==> config.mk <==
export PLATFORM = sky130hd
export DESIGN_NAME = motor_cmd_sched
export DESIGN_NICKNAME = d
export VERILOG_FILES = /design/src/rtl/motor_cmd_sched_pkg.sv /design/src/rtl/motor_cmd_fifo.sv /design/src/rtl/motor_cmd_sched.sv
export SDC_FILE = /design/constraint.sdc
export NUM_CORES = 1
export LEC_CHECK = 0
export ABC_CLOCK_PERIOD_IN_PS = 3050
export CAP_MARGIN = 20
export CORE_ASPECT_RATIO = 1.4
export CORE_MARGIN = 1
export CORE_UTILIZATION = 54
export DETAILED_ROUTE_END_ITERATION = 8
export PLACE_DENSITY = 0.79
export SYNTH_ARGS = -nofsm -noshare
export SYNTH_HDL_FRONTEND = slang
export SYNTH_SLANG_ARGS = --single-unit
==> constraint.sdc <==
create_clock -name clk -period 3.05 [get_ports clk]
set_input_delay 0.61 -clock clk [delete_from_list [all_inputs] [get_ports clk]]
set_output_delay 0.61 -clock clk [all_outputs]
set_load 0.005 [all_outputs]
==> src/rtl/motor_cmd_sched_pkg.sv <==
// motor_cmd_sched_pkg
// Shared definitions for the motor command scheduler: scheduler state
// encoding, mot_control field positions and default pulse-width bounds.
// Configuration macro MOTOR_SCHED_CLAMP_EN is consumed by motor_cmd_sched.
package motor_cmd_sched_pkg;

  typedef enum logic [1:0] {
    ST_IDLE      = 2'd0,
    ST_ISSUE     = 2'd1,
    ST_WAIT_DONE = 2'd2
  } sched_state_t;

  localparam int MOT_START_BIT = 31;
  localparam int MOT_HIGH_W    = 19;

  // 1.0 ms / 2.5 ms of high time at 33 MHz
  localparam logic [MOT_HIGH_W-1:0] DEF_MIN_HIGH = 19'd33000;
  localparam logic [MOT_HIGH_W-1:0] DEF_MAX_HIGH = 19'd82500;

endpackage

==> src/rtl/motor_cmd_fifo.sv <==
// motor_cmd_fifo
// Circular command queue holding pulse high-time values.
// Ports:
//   clk, resetn          clock, asynchronous active-low reset
//   push, push_data      write one entry (accepted when not full, or when
//                        full and a pop happens in the same cycle)
//   pop                  remove the head entry (ignored when empty)
//   flush                empty the queue; overrides push and pop
//   pop_data             current head entry
//   full, empty, count   occupancy status (count = 0..DEPTH)
module motor_cmd_fifo
  import motor_cmd_sched_pkg::*;
#(
  parameter int DEPTH = 4,
  parameter int WIDTH = MOT_HIGH_W
) (
  input  logic                     clk,
  input  logic                     resetn,
  input  logic                     push,
  input  logic [WIDTH-1:0]         push_data,
  input  logic                     pop,
  input  logic                     flush,
  output logic [WIDTH-1:0]         pop_data,
  output logic                     full,
  output logic                     empty,
  output logic [$clog2(DEPTH):0]   count
);

  localparam int AW = $clog2(DEPTH);

  logic [WIDTH-1:0] mem [DEPTH];
  logic [AW-1:0]    wr_ptr;
  logic [AW-1:0]    rd_ptr;
  logic [AW:0]      cnt;
  logic             do_push;
  logic             do_pop;

  assign full     = (cnt == (AW+1)'(DEPTH));
  assign empty    = (cnt == '0);
  assign count    = cnt;
  assign pop_data = mem[rd_ptr];

  // A pop frees the slot the simultaneous push needs, so a full queue
  // still accepts the write in that case.
  assign do_pop  = pop && !empty && !flush;
  assign do_push = push && !flush && (!full || do_pop);

  // DEPTH is a power of two, so the pointers wrap naturally.
  always_ff @(posedge clk or negedge resetn) begin
    if (!resetn) begin
      wr_ptr <= '0;
      rd_ptr <= '0;
      cnt    <= '0;
    end else if (flush) begin
      wr_ptr <= '0;
      rd_ptr <= '0;
      cnt    <= '0;
    end else begin
      if (do_push) wr_ptr <= wr_ptr + 1'b1;
      if (do_pop)  rd_ptr <= rd_ptr + 1'b1;
      cnt <= cnt + (AW+1)'(do_push) - (AW+1)'(do_pop);
    end
  end

  always_ff @(posedge clk) begin
    if (do_push) mem[wr_ptr] <= push_data;
  end

endmodule

==> src/rtl/motor_cmd_sched.sv <==
// motor_cmd_sched
// Queues pulse high-time commands and hands them one at a time to a motor
// pulse unit through a start/ack handshake, with an ack timeout.
// Optional build macro: MOTOR_SCHED_CLAMP_EN -- clamp each popped high time
// to [MIN_HIGH, MAX_HIGH]; without it the value passes unmodified.
// Ports:
//   clk, resetn        clock, asynchronous active-low reset
//   wr_en, wr_data     push one 19-bit high-time command
//   flush              discard all queued commands (in-flight one continues)
//   clr_ovf, clr_tmo   clear the sticky overflow / timeout flags
//   full, count        queue status
//   overflow, timeout  sticky error flags
//   mot_control        bit31 start, bits[18:0] high time, others zero
//   mot_ack            pulse unit busy, high from accept until burst end
//   busy               command active or queued
//   done               one-cycle pulse per completed burst
module motor_cmd_sched
  import motor_cmd_sched_pkg::*;
#(
  parameter int                    DEPTH       = 4,
  parameter int                    ACK_TIMEOUT = 16,
  parameter logic [MOT_HIGH_W-1:0] MIN_HIGH    = DEF_MIN_HIGH,
  parameter logic [MOT_HIGH_W-1:0] MAX_HIGH    = DEF_MAX_HIGH
) (
  input  logic                    clk,
  input  logic                    resetn,
  input  logic                    wr_en,
  input  logic [MOT_HIGH_W-1:0]   wr_data,
  input  logic                    flush,
  input  logic                    clr_ovf,
  input  logic                    clr_tmo,
  output logic                    full,
  output logic [$clog2(DEPTH):0]  count,
  output logic                    overflow,
  output logic                    timeout,
  output logic [31:0]             mot_control,
  input  logic                    mot_ack,
  output logic                    busy,
  output logic                    done
);

  localparam int TW = $clog2(ACK_TIMEOUT + 1);

  sched_state_t          state;
  sched_state_t          state_nxt;
  logic                  fifo_full;
  logic                  fifo_empty;
  logic [MOT_HIGH_W-1:0] head;
  logic [MOT_HIGH_W-1:0] high_sel;
  logic [MOT_HIGH_W-1:0] high_q;
  logic [TW-1:0]         tmo_cnt;
  logic                  pop;
  logic                  tmo_hit;
  logic                  done_set;
  logic                  ovf_set;

  motor_cmd_fifo #(
    .DEPTH (DEPTH),
    .WIDTH (MOT_HIGH_W)
  ) u_fifo (
    .clk       (clk),
    .resetn    (resetn),
    .push      (wr_en),
    .push_data (wr_data),
    .pop       (pop),
    .flush     (flush),
    .pop_data  (head),
    .full      (fifo_full),
    .empty     (fifo_empty),
    .count     (count)
  );

`ifdef MOTOR_SCHED_CLAMP_EN
  function automatic logic [MOT_HIGH_W-1:0] clamp_high(input logic [MOT_HIGH_W-1:0] v);
    if (v < MIN_HIGH) return MIN_HIGH;
    if (v > MAX_HIGH) return MAX_HIGH;
    return v;
  endfunction

  assign high_sel = clamp_high(head);
`else
  // Bounds are accepted for interface compatibility but have no effect here.
  logic [MOT_HIGH_W-1:0] unused_bounds;
  assign unused_bounds = MIN_HIGH ^ MAX_HIGH;
  assign high_sel      = head;
`endif

  always_ff @(posedge clk or negedge resetn) begin
    if (!resetn) state <= ST_IDLE;
    else         state <= state_nxt;
  end

  always_comb begin
    state_nxt = state;
    case (state)
      ST_IDLE:      if (pop)               state_nxt = ST_ISSUE;
      ST_ISSUE:     if (mot_ack)           state_nxt = ST_WAIT_DONE;
                    else if (tmo_hit)      state_nxt = ST_IDLE;
      ST_WAIT_DONE: if (!mot_ack)          state_nxt = ST_IDLE;
      default:                             state_nxt = ST_IDLE;
    endcase
  end

  // A flush in the same cycle suppresses the pop so the discarded head is
  // never issued. mot_ack high in IDLE means the unit is still finishing.
  always_comb begin
    pop      = (state == ST_IDLE) && !fifo_empty && !mot_ack && !flush;
    tmo_hit  = (state == ST_ISSUE) && !mot_ack && (tmo_cnt == TW'(ACK_TIMEOUT - 1));
    done_set = (state == ST_WAIT_DONE) && !mot_ack;
    ovf_set  = wr_en && !flush && fifo_full && !pop;

    mot_control                          = '0;
    mot_control[MOT_START_BIT]           = (state == ST_ISSUE);
    mot_control[MOT_HIGH_W-1:0]          = high_q;

    busy     = (state != ST_IDLE) || !fifo_empty;
    full     = fifo_full;
  end

  // High time stays latched after the burst until the next pop.
  always_ff @(posedge clk or negedge resetn) begin
    if (!resetn) begin
      high_q   <= '0;
      tmo_cnt  <= '0;
      done     <= 1'b0;
      overflow <= 1'b0;
      timeout  <= 1'b0;
    end else begin
      if (pop) high_q <= high_sel;

      if (pop)                              tmo_cnt <= '0;
      else if (state == ST_ISSUE && !mot_ack) tmo_cnt <= tmo_cnt + 1'b1;

      done <= done_set;

      if (ovf_set)      overflow <= 1'b1;
      else if (clr_ovf) overflow <= 1'b0;

      if (tmo_hit)      timeout <= 1'b1;
      else if (clr_tmo) timeout <= 1'b0;
    end
  end

endmodule
# Word level (Yosys, flattened, before mapping)
# Memory sizes are Yosys's and may differ from the RTL's. A register that Yosys moved wholly into a read port is not among the register bits.
# Index checks and enable logic that the tools add are counted.
[word_totals]
mem_bits_rw = 76
ff_bits = 17
out_inout_bits = 40
in_bits = 26
n_memories = 1
[memory_table]
columns = ["memory", "words", "width", "rd", "rd_ports_with_merged_regs", "write_ports", "line", "rtl"]
rows = [
  ["u_fifo.mem", 4, 19, 1, 1, 1, "motor_cmd_fifo.sv:31", "logic [WIDTH-1:0] mem [DEPTH];"],
]
[op_classes]
eq_ne = 7
reduce_logical = 29
add_sub_neg = 5
n_mux = 18
[op_table]
columns = ["op", "n"]
rows = [
  ["2-to-1 mux 2 bit", 8],
  ["logical AND 1 bit", 12],
  ["nonzero test 2 bit", 6],
  ["2-to-1 mux 5 bit", 2],
  ["zero test 1 bit", 6],
  ["2-to-1 mux 1 bit", 6],
  ["one-hot mux 2 bit (3 select lines)", 1],
  ["adder 5 x 1 -> 5 bit, second input constant", 1],
  ["equality test 5 x 4 -> 1 bit, second input constant", 1],
  ["adder 2 x 1 -> 2 bit, second input constant", 2],
  ["adder 3 x 1 -> 3 bit", 1],
  ["equality test 3 bit, second input constant", 1],
  ["zero test 3 bit", 1],
  ["2-to-1 mux 3 bit", 1],
  ["!= test 3 x 1 -> 1 bit, second input constant", 1],
  ["AND reduction 3 bit", 1],
  ["subtractor 3 x 1 -> 3 bit", 1],
  ["equality test 2 x 1 -> 1 bit, second input constant", 1],
  ["equality test 2 bit, second input constant", 1],
  ["zero test 2 bit", 1],
  ["logical OR 1 bit", 2],
  ["!= test 2 x 1 -> 1 bit, second input constant", 1],
  ["!= test 2 bit, second input constant", 1],
]

# Depth between registers and ports, before layout
# Gate-level depths: netlist of run 1.
[logic_depth]
ltp_word = 12
depth_mapped = 12

# By module
# Synthesis of run 1 repeated with hierarchy kept, for this count alone.
[hier_totals]
hier_cells = 241
hier_area_um2 = 4544.4
[modules_own_cells]
columns = ["module", "cells_per_inst", "area_each_um2", "seq_area_each_um2", "n_inst"]
rows = [
  ["motor_cmd_fifo", 144, 3203.1, 2457.4, 1],
  ["motor_cmd_sched", 97, 1341.3, 725.7, 1],
]

# Worst setup path before layout of run 1
# No wires, ideal clock.
[synth_path]
path_type = "input-to-reg"
from = "input port mot_ack"
to = "register u_fifo.cnt[2], in the netlist u_fifo.count[2]"
required_ns = 2.964
path_slack_ns = 0.108
cell_stages = 12
arrival_ns = 2.856
path_cell_list = "or3_1 -> buf_6 -> nor3_4 -> buf_6 -> ha_1 -> inv_1 -> ha_1 -> inv_1 -> fa_1 -> xor2_1 -> and2_1 -> nor3_1"
[synth_between]
elab_chain_len = 10
[synth_rtl]
columns = ["element", "line", "rtl"]
rows = [
  ["from (decl)", "motor_cmd_sched.sv:37", "input logic mot_ack,"],
  ["zero test 1 bit *", "motor_cmd_sched.sv:107", "pop = (state == ST_IDLE) && !fifo_empty && !mot_ack && !flush;"],
  ["logical AND 1 bit * (2 in a row)", "motor_cmd_sched.sv:107", ""],
  ["logical AND 1 bit * (2 in a row)", "motor_cmd_fifo.sv:45", "assign do_pop = pop && !empty && !flush;"],
  ["logical OR 1 bit", "motor_cmd_fifo.sv:46", "assign do_push = push && !flush && (!full || do_pop);"],
  ["logical AND 1 bit", "motor_cmd_fifo.sv:46", ""],
  ["adder 3 x 1 -> 3 bit", "motor_cmd_fifo.sv:61", "cnt <= cnt + (AW+1)'(do_push) - (AW+1)'(do_pop);"],
  ["subtractor 3 x 1 -> 3 bit *", "motor_cmd_fifo.sv:61", ""],
  ["2-to-1 mux 3 bit *", "motor_cmd_fifo.sv:54", "end else if (flush) begin"],
  ["to (signal assigned)", "motor_cmd_fifo.sv:61", ""],
  ["to (decl)", "motor_cmd_fifo.sv:34", "logic [AW:0] cnt;"],
]
# Mark *: on every way between the ends. The rest lies on a longest branch, timed or not.
# A chain may end at the register's enable or synchronous reset.

# Final worst setup path of run 1
# Same ends and word-level chain as after synthesis.

==> impl_metrics.yaml, run 1 <==
worst_setup_path:
  crit_type: "in2reg"
  arrival_ns: 2.98
  cp_cell_sequence: "clkdlybuf4s50_1, or3_1, nor3_4, ha_1, inv_1, ha_1, inv_1, fa_1, xor2_1, and2_1, nor3_1"
  r2r-start: "state[0]"
  cp.depth: 11
  crit_start: "mot_ack"
  start_kind: "input port"
  critPathCaptureType: "register"
  path_max_fanout: 2
  worst_path_max_delay_cell: "or3_1"
  worstPathBufferInverterCount: 3
  worstRegToRegCells: 10
  cp.required_ns: 3.31
  reg2reg_to: "u_fifo.count[2]"
  reg2reg_slack_ns: 0.60
  max_stage_delay_ns: 0.44
  critPathTopFamily: "simple AND/OR/NAND/NOR gates"
die:
  core.rowCount: 39
  die_x_um: 79.4
  die-area_mm2: 0.00876
  core_mm2: 0.00815
  initial_core_util_pct: 55.5
  die_h_um: 110
  io_pins: 66
clocking:
  clkTransAtPathRegs_ns: 0.07
  cts_buffers: 9
  clk_latency_ns: 0.34
  cts_resized: 0
  cts_tree: "built"
  cts_sinks: 112
  postCtsSetupBuffers: 0
  h-tree-depth: 3
  cts.hold.buffers_added: 0
  clock_path_buffers: 2
  cts_root_buffer: "clkbuf_16"
yosys:
  synthArstFlopShare_pct: 32.1
  synth_area_leaders: "edfxtp_1 (50%), dfrtp_1 (20%), mux4_2 (9.5%)"
  synth-seq-cells: 112
  netlist_instances: 246
  ys_warn_count: 0
  netlist_area_mm2: 0.00453
  synth-edff-count: 76
  synth_top_area_cell: "edfxtp_1"
  synth_top_area_share_pct: 50.4
  yosys.cell_types.count: 41
  syn_avg_cell_area_um2: 18.4
  yosysMostFrequentCell: "edfxtp_1"
  synthFlopType: "edfxtp_1"
  synth_seq_area_share_pct: 70.3
  netlist_top_cells_count: "edfxtp_1 (76), dfrtp_1 (36), mux4_2 (19)"
sta:
  skew_ns: 0.00525
  timing.final.crit_share_pct: 89.0
  min_period_ns: 2.71
  setup_viol: 0
  rsz0062_at_grt: "false"
  setup_slack_ns: 0.335
  finalHoldViolations: 0
  slew_headroom_pct: 36.7
  worst-slew-pin-transition_ns: 0.950
  clock.fmax_ghz: 0.368
  drv_slew: 0
finish:
  fin_cells: 419
  area_growth_pct: 22.0
  nets: 347
  utilization_pct: 67.8
  drive_above_1_share_pct: 21.1
  diodes: 0
route:
  ant_nets: 0
  vias: 2282
  wl_per_cell_um: 17.2
  avgViaCountPerCell: 5.45
  drc: 0
  first_pass_iters: 4
  drt_wl_total_mm: 7.22
  drtIter0Drc: 173
placement:
  pre_cts_slack_ns: -0.0230
  placedCellCount: 403
  gp_congestion: 0.792
  dpl.hpwl_mm: 4.51
  port_buffers: 53
global_routing:
  grt_overflow: 0
  antenna_found_initial: 0
  grt_max_degree: 37
  grt_pass1_vias: 2284
  track_usage_pct: 18.5
  grt_pass1_wl_mm: 11.5
run_status:
  status: "finished, final reports clean"
pwr:
  power_density_mw_per_mm2: 796
  power_leakage_nw: 2.03
  peakVddDrop_mv: 0.482
flow_run:
  drv_cap: 0
min_path:
  hold_path.class: "in2async"
## where the power goes
part | internal [mW] | switching (mW) | leakage (nW)
combinational | 0.742 | 0.421 | 0.733
sequential | 1.87 | 0.157 | 1.15
clock | 0.704 | 0.504 | 0.155
## per-layer routing
layer,part of all wire [%],track usage (%),up-vias
li1,-,-,1035
met4,1.8,8.18,0
met2,53,32.3,49
met5,0,0,-
met3,3.0,3.21,11
met1,42,22.7,1187
## cell type report
cell class,instances,area [µm²]
Sequential cell,112,3180
Timing Repair Buffer,64,658
Clock buffer,12,267
Clock inverter,4,51.3
Inverter,9,33.8
Tap cell,102,128
Fill cell,559,2630
Multi-Input combinational cell,116,1200
## state kept, by name (all words and copies together) (netlist names)
signal	cells
overflow	1
high_q	19
timeout	1
state	2
u_fifo.wr_ptr	2
done	1
u_fifo.mem	76
u_fifo.count	3
tmo_cnt	5
u_fifo.rd_ptr	2
## layout by cell type (no fill, tap or decap), types with 2 or more instances in the layout
cell and instances:
and2_1 5, dfrtp_1 36, clkdlybuf4s50_1 52, mux2_2 7
mux4_2 19, buf_4 7, nand2b_1 3, buf_12 4
nor3_1 2, or3_1 3, edfxtp_1 76, xnor2_1 2
ha_1 8, a21oi_1 5, mux2_1 3, nand2_1 5
nor2b_1 3, o21ai_0 3, conb_1 12, nor3b_1 2
inv_1 9, mux2_4 10, clkbuf_8 3, nor2_1 8
clkbuf_16 9
## worst max path at each step
stage,endpoint,slack [ns]
after global routing,u_fifo.count[2],0.21
after floorplan,u_fifo.count[2],0.11
final,u_fifo.count[2],0.34
after global placement,u_fifo.count[2],0.03
after detailed placement,u_fifo.count[2],-0.02
after CTS,u_fifo.count[2],0.33
## through the flow
stage / setup TNS [ns] / power, mW / instance area (µm²) / hold WS, ns
2_1_floorplan: 0 / 2.69 / 4570 / 0.314
3_3_place_gp: 0 / 3.19 / 5200 / 0.478
3_5_place_dp: -0.0230 / 3.23 / 5200 / 0.489
4_1_cts: 0 / 4.44 / 5520 / 0.406
5_1_grt: 0 / 4.60 / 5520 / 0.453
6_report: 0 / 4.39 / 5520 / 0.370
## kinds of logic after synthesis
family / after synthesis / share of synthesized area (%)
muxes: 40 / 15.5
and+or+nand+nor: 38 / 4.98
other: 1 / 0.0829
buffers and inverters: 29 / 4.04
AOI/OAI and AO/OA: 14 / 1.85
DFF: 112 / 70.3
adders and majority gates: 9 / 2.65
xor gates and xnor gates: 3 / 0.581
No activity file was read; power rests on OpenSTA's default activity.
==> run 2: changes to the inputs <==
- CTS_BUF_LIST: not set -> sky130_fd_sc_hd__clkbuf_16
==> impl_metrics.yaml, run 2 (synthesis results as in run 1) <==
placement:
  gp_congestion: 0.792
  dpl.hpwl_mm: 4.51
  pre_cts_slack_ns: -0.0230
  port_buffers: 53
die:
  die-area_mm2: 0.00876
  core_mm2: 0.00815
  initial_core_util_pct: 55.5
  core.rowCount: 39
  die_h_um: 110
  io_pins: 66
  die_x_um: 79.4
sta:
  clock.fmax_ghz: 0.368
  drv_slew: 0
  setup_viol: 0
  hold-worst-slack_ns: 0.375
  timing.final.crit_share_pct: 89.1
  rsz0062_at_grt: "false"
  worst-slew-pin-transition_ns: 0.954
  slew_headroom_pct: 36.4
  setup_slack_ns: 0.333
  min_period_ns: 2.72
  skew_ns: 0.00573
  finalHoldViolations: 0
pwr:
  peakVddDrop_mv: 0.483
  power_density_mw_per_mm2: 785
  power.total_mw: 4.31
  power_leakage_nw: 2.02
run_status:
  status: "finished, final reports clean"
finish:
  area_growth_pct: 21.3
  mostFrequentLayoutCells: "edfxtp_1 (76), clkdlybuf4s50_1 (52), dfrtp_1 (36)"
  drive_above_1_share_pct: 20.2
  reg.largest.list: "u_fifo.mem (76), high_q (19), tmo_cnt (5)"
  top_register: "u_fifo.mem"
  diodes: 0
  final_common_cell: "edfxtp_1"
  nets: 347
  largest_reg_flops: 76
global_routing:
  use_met1_pct: 22.4
  grt_pass1_wl_mm: 11.5
  use_met3_pct: 3.37
  grt_max_degree: 37
  met2_usage_pct: 32.6
  grt_overflow: 0
  track_usage_pct: 18.6
  grt-busiest-layer: "met2"
  antenna_found_initial: 0
  grt_pass1_vias: 2276
worst_setup_path:
  arrival_ns: 2.97
  r2r-start: "state[0]"
  start_kind: "input port"
  cp_cell_sequence: "clkdlybuf4s50_1, or3_1, nor3_4, ha_1, inv_1, ha_1, inv_1, fa_1, xor2_1, and2_1, nor3_1"
  critPathCaptureType: "register"
  path_max_fanout: 2
  worst_path_max_delay_cell: "or3_1"
  crit_type: "in2reg"
  max_stage_delay_ns: 0.44
  crit_start: "mot_ack"
  cp.required_ns: 3.31
clocking:
  clk_latency_ns: 0.34
  cts_sinks: 112
  cts_buffers: 9
  h-tree-depth: 3
  cts_root_buffer: "clkbuf_16"
  cts_tree: "built"
  clock_path_buffers: 2
  cts.hold.buffers_added: 0
  cts_resized: 0
  postCtsSetupBuffers: 0
  clkTransAtPathRegs_ns: 0.07
flow_run:
  drv_cap: 0
route:
  drc: 0
  drtIter0Drc: 173
  wl_per_cell_um: 17.2
  ant_nets: 0
  vias: 2285
  avgViaCountPerCell: 5.45
  first_pass_iters: 4
  drt_wl_total_mm: 7.21
min_path:
  hold_path.class: "in2async"
==> run 2: cell count changes in the layout (fill, tap and decap cells not counted), sizes merged <==
cell / change
clkbuf: -3
clkinv: +3
==> run 2: worst max-delay path: cells and delay by family <==
family	cells	cell delay [ns]
and+or+nand+nor	4	0.92
adders and majority gates	3	0.75
buffers and inverters	3	0.53
xor gates and xnor gates	1	0.16
==> run 2: routing by layer <==
| layer | vias up | wire [µm] |
|---|---|---|
| li1 | 1037 | - |
| met1 | 1181 | 2950 |
| met2 | 59 | 3890 |
| met3 | 8 | 271 |
| met4 | 0 | 98 |
| met5 | - | 0 |
==> run 2: path summary, 6_finish.rpt <==
kind                               endpoint  slack (ns)  cells after the start
min in group clk                 high_q[15]        0.50                      1
setup / recovery            u_fifo.count[2]        0.33                     11
hold / removal                   high_q[10]        0.38                      1
setup reg to reg            u_fifo.count[2]        0.60                     10
hold reg to reg                  high_q[15]        0.50                      1
max in group asynchronous  u_fifo.wr_ptr[1]        2.14                      1
==> run 2: where the power goes <==
part	internal [mW]	leakage, nW	switching [mW]
clock network	0.628	0.138	0.500
registers	1.87	1.15	0.157
logic	0.741	0.733	0.420
==> run 2: area by class of cell <==
class | instances | area, µm²
Timing Repair Buffer | 64 | 658
Multi-Input combinational cell | 116 | 1200
Inverter | 9 | 33.8
Clock inverter | 7 | 62.6
Fill cell | 567 | 2660
Sequential cell | 112 | 3180
Clock buffer | 9 | 225
Tap cell | 102 | 128
==> run 2: stage by stage <==
step	cell area [µm²]	util, %	std cells	TNS (ns)
6_report	5490	67.4	419	0
5_1_grt	5490	67.4	419	0
4_1_cts	5490	67.4	419	0
3_5_place_dp	5200	63.9	403	-0.0230
3_3_place_gp	5200	63.9	403	0
2_1_floorplan	4570	-	257	0
